$ cat src/rtl/mr_pkg.sv
// ============================================================================
// Module      : mr_pkg
// Description : Shared MapReduce types and constants (mapper and reducer).
// Revision    : 1.0 - initial release
// ============================================================================
`default_nettype none

package mr_pkg;

    localparam int DATA_SIZE   = 32;
    localparam int WORD_LENGTH = 128;

    localparam logic [7:0] c_delim_space = 8'h20;
    localparam logic [7:0] c_delim_tab   = 8'h09;
    localparam logic [7:0] c_delim_lf    = 8'h0A;
    localparam logic [7:0] c_delim_cr    = 8'h0D;

    typedef enum logic [1:0] {
        COLLECT = 2'd0,
        EMIT    = 2'd1,
        GAP     = 2'd2
    } mapper_state_t;

    typedef logic [WORD_LENGTH-1:0] key_t;

    function automatic logic is_delim(input logic [7:0] ch);
        return (ch == c_delim_space) || (ch == c_delim_tab) ||
               (ch == c_delim_lf)    || (ch == c_delim_cr);
    endfunction

endpackage

`default_nettype wire

$ cat src/rtl/word_packer.sv
// ============================================================================
// Module      : word_packer
// Description : Key register, length counter, truncation flag and beat mux.
// Revision    : 1.0 - initial release
// ============================================================================
`default_nettype none

module word_packer #(
    parameter int DATA_SIZE   = 32,
    parameter int WORD_LENGTH = 128
) (
    input  logic                 clk,
    input  logic                 rst,
    input  logic                 i_clear,
    input  logic                 i_append,
    input  logic [7:0]           i_char,
    input  logic [1:0]           i_beat_sel,
    output logic                 o_empty,
    output logic                 o_trunc,
    output logic [DATA_SIZE-1:0] o_beat
);

    localparam int c_max_chars = WORD_LENGTH / 8;
    localparam int c_len_w     = $clog2(c_max_chars + 1);
    localparam int c_beats     = WORD_LENGTH / DATA_SIZE;
    localparam logic [c_len_w-1:0] c_len_full = c_len_w'(c_max_chars);

    logic [WORD_LENGTH-1:0] r_key;
    logic [WORD_LENGTH-1:0] w_key_nxt;
    logic [c_len_w-1:0]     r_len;
    logic                   r_trunc;
    logic                   w_full;

    assign w_full  = (r_len == c_len_full);
    assign o_empty = (r_len == '0);
    assign o_trunc = r_trunc;

    // Characters arriving once the key is full leave it untouched.
    always_comb begin
        w_key_nxt = r_key;
        if (i_clear) begin
            w_key_nxt = '0;
        end else if (i_append) begin
            for (int k = 0; k < c_max_chars; k++) begin
                if (r_len == c_len_w'(k)) begin
                    w_key_nxt[8*k +: 8] = i_char;
                end
            end
        end
    end

    // The mux looks at the next key so a character appended in the same
    // cycle as a flush is already visible in beat 0.
    always_comb begin
        o_beat = '0;
        for (int b = 0; b < c_beats; b++) begin
            if (i_beat_sel == 2'(b)) begin
                o_beat = w_key_nxt[DATA_SIZE*b +: DATA_SIZE];
            end
        end
    end

    always_ff @(posedge clk) begin
        if (rst) begin
            r_key   <= '0;
            r_len   <= '0;
            r_trunc <= 1'b0;
        end else begin
            r_key <= w_key_nxt;
            if (i_clear) begin
                r_len <= '0;
            end else if (i_append && !w_full) begin
                r_len <= r_len + 1'b1;
            end
            if (i_append && w_full) begin
                r_trunc <= 1'b1;
            end
        end
    end

endmodule

`default_nettype wire

$ cat src/rtl/word_mapper.sv
// ============================================================================
// Module      : word_mapper
// Description : Splits a byte stream into words, emits each as 4 key beats.
// Revision    : 1.0 - initial release
// ============================================================================
`default_nettype none

module word_mapper #(
    parameter int DATA_SIZE   = mr_pkg::DATA_SIZE,
    parameter int WORD_LENGTH = mr_pkg::WORD_LENGTH,
    parameter int GAP_CYCLES  = 2
) (
    input  logic                 clk,
    input  logic                 rst,
    input  logic [7:0]           char_in,
    input  logic                 char_valid,
    output logic                 char_ready,
    input  logic                 flush,
    output logic                 write_out,
    output logic [DATA_SIZE-1:0] pair_out,
    output logic [7:0]           word_count,
    output logic                 trunc
);

    import mr_pkg::*;

    localparam logic [3:0] c_gap_last = 4'(GAP_CYCLES - 1);

    mapper_state_t          r_state;
    mapper_state_t          w_state_nxt;
    logic [1:0]             r_beat;
    logic [1:0]             w_beat_sel;
    logic [3:0]             r_gap;
    logic [7:0]             r_word_count;
    logic                   r_write_out;
    logic [DATA_SIZE-1:0]   r_pair_out;
    logic [DATA_SIZE-1:0]   w_beat;
    logic                   w_accept;
    logic                   w_delim;
    logic                   w_append;
    logic                   w_empty;
    logic                   w_has_word;
    logic                   w_clear;

    assign char_ready = (r_state == COLLECT);
    assign w_accept   = char_valid && char_ready;
    assign w_delim    = is_delim(char_in);
    assign w_append   = w_accept && !w_delim;
    assign w_has_word = !w_empty || w_append;
    assign w_clear    = (r_state == GAP) && (r_gap == c_gap_last);

    word_packer #(
        .DATA_SIZE   (DATA_SIZE),
        .WORD_LENGTH (WORD_LENGTH)
    ) u_packer (
        .clk        (clk),
        .rst        (rst),
        .i_clear    (w_clear),
        .i_append   (w_append),
        .i_char     (char_in),
        .i_beat_sel (w_beat_sel),
        .o_empty    (w_empty),
        .o_trunc    (trunc),
        .o_beat     (w_beat)
    );

    always_comb begin
        w_state_nxt = r_state;
        w_beat_sel  = 2'd0;
        case (r_state)
            COLLECT: begin
                if (((w_accept && w_delim) || flush) && w_has_word) begin
                    w_state_nxt = EMIT;
                end
            end
            EMIT: begin
                w_beat_sel = r_beat + 2'd1;
                if (r_beat == 2'd3) begin
                    w_state_nxt = GAP;
                end
            end
            GAP: begin
                if (r_gap == c_gap_last) begin
                    w_state_nxt = COLLECT;
                end
            end
            default: w_state_nxt = COLLECT;
        endcase
    end

    always_ff @(posedge clk) begin
        if (rst) begin
            r_state      <= COLLECT;
            r_beat       <= 2'd0;
            r_gap        <= 4'd0;
            r_word_count <= 8'd0;
            r_write_out  <= 1'b0;
            r_pair_out   <= '0;
        end else begin
            r_state     <= w_state_nxt;
            r_write_out <= (w_state_nxt == EMIT);
            r_pair_out  <= (w_state_nxt == EMIT) ? w_beat : '0;
            r_beat      <= (r_state == EMIT) ? r_beat + 2'd1 : 2'd0;
            r_gap       <= (r_state == GAP) ? r_gap + 4'd1 : 4'd0;
            if ((r_state == EMIT) && (r_beat == 2'd3)) begin
                r_word_count <= r_word_count + 8'd1;
            end
        end
    end

    assign write_out  = r_write_out;
    assign pair_out   = r_pair_out;
    assign word_count = r_word_count;

endmodule

`default_nettype wire

$ cat config.mk
export PLATFORM = sky130hd
export DESIGN_NAME = word_mapper
export DESIGN_NICKNAME = d
export VERILOG_FILES = /design/src/rtl/mr_pkg.sv /design/src/rtl/word_packer.sv /design/src/rtl/word_mapper.sv
export SDC_FILE = /design/constraint.sdc
export NUM_CORES = 1
export LEC_CHECK = 0
export CAP_MARGIN = 5
export CORE_AREA = 2 2 99 148
export CTS_CLUSTER_DIAMETER = 120
export DETAILED_ROUTE_END_ITERATION = 12
export DIE_AREA = 0 0 101 150
export HOLD_SLACK_MARGIN = 0.12
export PLACE_DENSITY = 0.75
export SLEW_MARGIN = 20
export SYNTH_ARGS = -nofsm -noshare
export SYNTH_HDL_FRONTEND = slang
export SYNTH_SLANG_ARGS = --single-unit
$ cat constraint.sdc
create_clock -name clk -period 3.6 [get_ports clk]
set_input_delay 0.72 -clock clk [delete_from_list [all_inputs] [get_ports clk]]
set_output_delay 0.72 -clock clk [all_outputs]
set_load 0.005 [all_outputs]
==> results by group, run 1 <==
Run status
  • Status: finished, final reports clean

Clock network
  • Setup bufs post-CTS: 0
  • CTS H-tree lvls: 4
  • TritonCTS Buffers: 17
  • CTS tree: built
  • Cts hold-fix bufs: 0
  • Clk slew on worst S/H paths: 0.07 ns
  • Post-cts resize count: 0
  • Clock root buffer master: clkbuf_16
  • CTS Buffer Depth: 2
  • Clock sink count: 183
  • Clock Latency Late Sink: 0.42 ns

Power
  • Pwr dens: 558 mW/mm²
  • Sequential power share: 0.430
  • Max VDD drop: 0.338 mV
  • Internal power: 3.54 mW
  • Switching Power: 1.50 mW
  • Sw Share: 0.298
  • Clk pwr share: 0.367
  • Logic gate share of total power: 0.203
  • Leak pwr: 4.10 nW

Worst hold path
  • Hold path start: u_packer.r_key[115]
  • Hold Path Cell Cnt: 2
  • Hold path endpoint: u_packer.r_key[115]
  • Worst hold path class: flip-flop to flip-flop

STA
  • Rel. slew slack: 0.536
  • Final Skew: 0.00801 ns
  • Final Setup Violations: 0
  • Final hold violation count: 0
  • Period minus WS final: 2.87 ns
  • Setup TNS: 0 ns
  • RSZ-0062 raised after global routing: false
  • PnR worst setup slack: 0.735 ns
  • Max Clock Freq: 0.349 GHz
  • Max Slew Vio Count: 0
  • Post-route clock period utilization: 0.796
  • Worst-Margin Slew: 0.694 ns

Critical path
  • Startpoint types: input port
  • Crit path launch: char_in[1]
  • R2r endpoint: pair_out[12]
  • Worst EP arrival: 3.20 ns
  • R2R setup slack: 1.11 ns
  • FF-to-FF Start: u_packer.r_len[0]
  • R2R cell count: 9
  • Worst-path maximum fanout: 20
  • Crit Path Class: input port to flip-flop
  • Worst Path Required: 3.94 ns
  • Setup crit end kind: flip-flop

Cells and area
  • Register area: 0.00366 mm²
  • Antenna cells: 0
  • Share of post-route cells with drive strength above 1: 0.111
  • Area delta synth->final: 17.0%
  • Filler instances: 1,096
  • Multi-input gate area: 0.00374 mm²
  • Final net count: 874
  • Final Non-Filler Cells: 1,030

Flow run
  • Maxcap violations: 0

Synth
  • Post-synth EDFFs: 0
  • Ys flop type: dfxtp_1
  • Yosys Warn Count: 0
  • Net Count, Synth: 833
  • Async S/R FF share, synth: 0
  • Flops & latches, synth: 183
  • Synth Area per Inst: 9.52 µm²
  • Post-Syn Area: 0.00773 mm²
  • Sequential share of the synthesized area: 0.474
  • Synth cell types: 57
  • Cells after Synth: 812

Global routing
  • Initial antenna violation count: 0
  • Vias in the first global route: 6,015
  • Congestion Overflow GR: 0
  • GRT Overall Usage: 0.257
  • First-pass GRT wire length: 30.1 mm
  • Largest net degree at the start of global routing: 65

Placement
  • Detailed placement HPWL: 12.4 mm
  • Placed Cells incl. Taps: 999
  • Port buffer count: 54
  • RD Place Congestion: 0.944
  • Pre-CTS setup slack: 0.283 ns

Detailed routing
  • WL met2: 9.99 mm
  • Final wirelength: 19.3 mm
  • Met3 WL: 867 µm
  • Wire per inst: 18.7 µm
  • DR vias: 6,149
  • DRC Markers: 0
  • Drt initial violations: 339
  • Routed Antenna Nets: 0
  • DRT met1 WL: 7.83 mm
  • Vias per inst: 5.97
  • DR top layer: met4
  • Initial DRT Pass Iterations: 5

Floorplan
  • Die X-Extent: 101 µm
  • Ports: 55
  • Die area: 0.0152 mm²
  • Die H: 150 µm
  • Initial Util: 0.555
  • Row cnt: 53
  • Core ar.: 0.0139 mm²
routing by layer:
metal | vias up | GRT usage
met1 | 3014 | 0.307
met3 | 41 | 0.0392
li1 | 2877 | -
met4 | 0 | 0.120
met2 | 217 | 0.449
met5 | - | 0
power by group through the flow:
| stage | registers (mW) | logic (mW) | clock network [mW] |
|---|---|---|---|
| 3_5_place_dp | 2.21 | 1.01 | 0 |
| 6_report | 2.17 | 1.03 | 1.85 |
| 4_1_cts | 2.17 | 1.02 | 1.87 |
| 2_1_floorplan | 2.19 | 0.671 | 0 |
| 5_1_grt | 2.18 | 1.10 | 1.95 |
| 3_3_place_gp | 2.21 | 0.988 | 0 |
final cells by class:
type,count,share of cell area
inverters,7,0.00291
multi-input cells,555,0.414
well taps,165,0.0228
clock buffers,18,0.0486
flip-flops and latches,183,0.405
repair buffers,89,0.0902
clock inverters,13,0.0162
cells in the final DEF (no fill, tap or decap), drive strengths merged, types with 3 or more instances in the layout:
cell type      netlist  layout
nand2b               7       7
o21ai               27      27
ha                   9       9
nand3               12      12
clkdlybuf4s50        0      54
clkinvlp             0       4
xnor2                4       4
clkinv               0       3
xor2                 8       8
a31oi                3       3
o31ai                3       3
a2111oi              9       9
a21oi               56      56
nor3b                7       7
dfxtp              183     183
mux2i              129     129
nor3                13      13
o211a                4       4
a221oi               3       3
nor2               142     142
inv                  7      11
clkbuf              42      18
o2111ai              4       4
buf                 25      35
nor2b               10      10
and3                18      18
nand2               46      46
o21a                 9       9
and2                 4       4
nand4                9       9
or2                  4       4
metrics by stage:
| stage | utilization | instance area [µm²] | power, mW | hold slack, ns |
|---|---|---|---|---|
| CTS | 0.649 | 9040 | 5.06 | 0.456 |
| finish | 0.649 | 9040 | 5.05 | 0.456 |
| floorplan | - | 7730 | 2.86 | 0.431 |
| global route | 0.649 | 9040 | 5.23 | 0.468 |
| detailed placement | 0.607 | 8460 | 3.22 | 0.446 |
| global placement | 0.607 | 8460 | 3.20 | 0.438 |
worst max-delay path, cell delays in order:
cell and delay (ns):
clkdlybuf4s50_1 0.63, mux2i_1 0.24, nand2_1 0.19, buf_4 0.24
nor4_1 0.36, a211oi_2 0.10, inv_2 0.32, o21ai_0 0.17
nor3b_1 0.21
cells by family (layout without fill, tap and decap cells):
kind of cell | Yosys count | after routing | share of synthesized area
and+or+nand+nor | 275 | 275 | 0.169
DFF | 183 | 183 | 0.474
muxes | 130 | 130 | 0.169
AOI/OAI and AO/OA | 129 | 129 | 0.117
buffers and inverters | 74 | 127 | 0.0436
xor gates and xnor gates | 12 | 12 | 0.0136
adders and majority gates | 9 | 9 | 0.0146
how the worst max path moves through the flow:
stage / end / slack, ns / depth (start not counted)
after floorplan: pair_out[6] / 1.23 / 7
after global placement: pair_out[25] / 0.39 / 8
after detailed placement: pair_out[3] / 0.28 / 8
after CTS: pair_out[3] / 0.73 / 8
after global routing: pair_out[2] / 0.57 / 8
final: pair_out[12] / 0.73 / 9
flip-flops by register name (all words and copies together) (netlist names):
name,count
r_gap,4
r_beat,2
u_packer.r_len,5
word_count,8
u_packer.r_key,128
pair_out,32
u_packer.o_trunc,1
r_state,2
write_out,1
synth_stat cells (4+ instances only):
| cell type | number | area share |
|---|---|---|
| o21ai_0 | 27 | 0.017 |
| mux2i_1 | 129 | 0.17 |
| xor2_1 | 8 | 0.0091 |
| nor3_1 | 12 | 0.0078 |
| a21oi_1 | 56 | 0.036 |
| buf_4 | 7 | 0.0068 |
| nand2b_1 | 7 | 0.0057 |
| nand3_1 | 11 | 0.0071 |
| ha_1 | 9 | 0.015 |
| dfxtp_1 | 183 | 0.47 |
| nor2_1 | 141 | 0.068 |
| a2111oi_2 | 4 | 0.0078 |
| a2111oi_1 | 4 | 0.0052 |
| and3_1 | 18 | 0.015 |
| clkbuf_1 | 42 | 0.020 |
| nand4_1 | 4 | 0.0032 |
| nand4_2 | 5 | 0.0081 |
| buf_2 | 14 | 0.0091 |
| xnor2_1 | 4 | 0.0045 |
| inv_1 | 6 | 0.0029 |
| nor2b_1 | 10 | 0.0081 |
| nand2_1 | 46 | 0.022 |
| o211a_1 | 4 | 0.0052 |
| nor3b_1 | 5 | 0.0049 |
| o21a_1 | 9 | 0.0087 |
No activity file was read; power rests on OpenSTA's default activity.
==> run 2, diff against run 1 <==
clock period = 2.7 ns   (was 3.6 ns; I/O delays follow)
==> run 2 against run 1 <==
  * Flip-flop and latch count unchanged
  * Clock skew about the same
  * Die area unchanged
  * First-iteration DRC count down 16%
  * Cell count up 3.8%
  * Sequential power up 34%
  * Sequential share of layout area down 1.8 points
==> results by group, run 2 (synthesis results as in run 1) <==
STA
  • Period minus WS final: 2.52 ns
  • Final Setup Violations: 0
  • Max Clock Freq: 0.398 GHz
  • Worst-Margin Slew: 0.679 ns
  • PnR worst setup slack: 0.185 ns
  • Max Slew Vio Count: 0
  • Rel. slew slack: 0.545
  • RSZ-0062 raised after global routing: false
  • Final hold violation count: 0
  • Final Skew: 0.00835 ns
  • Post-route clock period utilization: 0.932

Cells and area
  • Commonest non-fill, non-tap cell in the layout: dfxtp_1
  • Most frequent cells in the layout: dfxtp_1, nor2_1, mux2i_1
  • Top reg by flops: u_packer.r_key
  • Final net count: 912
  • Antenna cells: 0
  • Share of post-route cells with drive strength above 1: 0.148
  • Area delta synth->final: 22.6%
  • Max reg flops: 128
  • Final Non-Filler Cells: 1,069

Global routing
  • Congestion Overflow GR: 0
  • First-pass GRT wire length: 31.8 mm
  • Largest net degree at the start of global routing: 68
  • Initial antenna violation count: 0
  • Vias in the first global route: 6,338
  • GRT Overall Usage: 0.270

Critical path
  • Startpoint types: input port
  • Worst EP arrival: 2.83 ns
  • Crit Path Class: input port to flip-flop
  • Worst-path maximum fanout: 10
  • Worst Path Required: 3.02 ns
  • R2R setup slack: 0.33 ns
  • Setup crit end kind: flip-flop

Power
  • Pwr dens: 720 mW/mm²
  • Max VDD drop: 0.453 mV
  • Leak pwr: 4.35 nW

Detailed routing
  • DRT met1 WL: 7.88 mm
  • Final wirelength: 19.9 mm
  • Drt initial violations: 285
  • Routed Antenna Nets: 0
  • Initial DRT Pass Iterations: 6
  • WL met2: 10.3 mm
  • Wire per inst: 18.7 µm
  • DR top layer: met4
  • Vias per inst: 5.84
  • DR vias: 6,242
  • DRC Markers: 0
  • Met3 WL: 1.16 mm

Placement
  • Pre-CTS setup slack: -0.246 ns
  • Detailed placement HPWL: 13.0 mm
  • Placed Cells incl. Taps: 1,037
  • RD Place Congestion: 0.933
  • Port buffer count: 54

Clock network
  • CTS tree: built
  • TritonCTS Buffers: 17
  • CTS H-tree lvls: 4
  • Clock sink count: 183
  • CTS Buffer Depth: 2
  • Clk slew on worst S/H paths: 0.07 ns
  • Setup bufs post-CTS: 0
  • Cts hold-fix bufs: 0
  • Clock Latency Late Sink: 0.43 ns
  • Clock root buffer master: clkbuf_16
  • Post-cts resize count: 0

Flow run
  • Maxcap violations: 0

Worst hold path
  • Worst hold path class: flip-flop to flip-flop

Floorplan
  • Die H: 150 µm
  • Ports: 55
  • Die X-Extent: 101 µm
  • Initial Util: 0.555
  • Core ar.: 0.0139 mm²
  • Die area: 0.0152 mm²
  • Row cnt: 53

Run status
  • Status: finished, final reports clean
[run 2: path summary, 6_finish.rpt]
check | from | end | cells after the start
worst max-delay path | char_in[1] | pair_out[4] | 9
worst min-delay path | u_packer.r_key[118] | u_packer.r_key[118] | 2
worst max register to register | u_packer.r_len[0] | pair_out[4] | 9
worst min register to register | u_packer.r_key[118] | u_packer.r_key[118] | 2
[run 2: per-layer routing]
layer | up-vias | GRT usage
met5 | - | 0
met4 | 0 | 0.134
li1 | 2954 | -
met2 | 228 | 0.462
met1 | 3021 | 0.315
met3 | 39 | 0.0612
[run 2: critical path, stage by stage]
cell	delay (ns)
clkdlybuf4s50_1	0.59
nor2_4	0.17
mux2i_1	0.27
buf_4	0.24
o211ai_4	0.16
buf_12	0.19
mux2i_1	0.13
o21a_1	0.21
a2111oi_2	0.32
[run 2: cell type report]
cell class,count,area (µm²)
fill,1043,4450
timing repair buffer,127,1260
sequential,183,3660
clock buffer,18,429
clock inverter,14,139
multi-input combinational,555,3740
inverter,7,26.3
tap,165,206
[run 2: stage by stage]
step / cell area (µm²) / hold slack [ns] / util / power, mW / setup TNS (ns)
4_1_cts: 9470 / 0.455 / 0.680 / 6.82 / 0
2_1_floorplan: 7730 / 0.431 / - / 3.82 / 0
5_1_grt: 9470 / 0.479 / 0.680 / 7.07 / 0
3_5_place_dp: 8900 / 0.445 / 0.639 / 4.42 / -3.46
3_3_place_gp: 8900 / 0.439 / 0.639 / 4.38 / -2.25
6_report: 9470 / 0.452 / 0.680 / 6.82 / 0
[run 2: where the power goes]
part / switching [mW] / total (mW) / internal (mW)
logic: 0.889 / 1.49 / 0.605
clock network: 1.13 / 2.42 / 1.30
registers: 0.0753 / 2.90 / 2.82
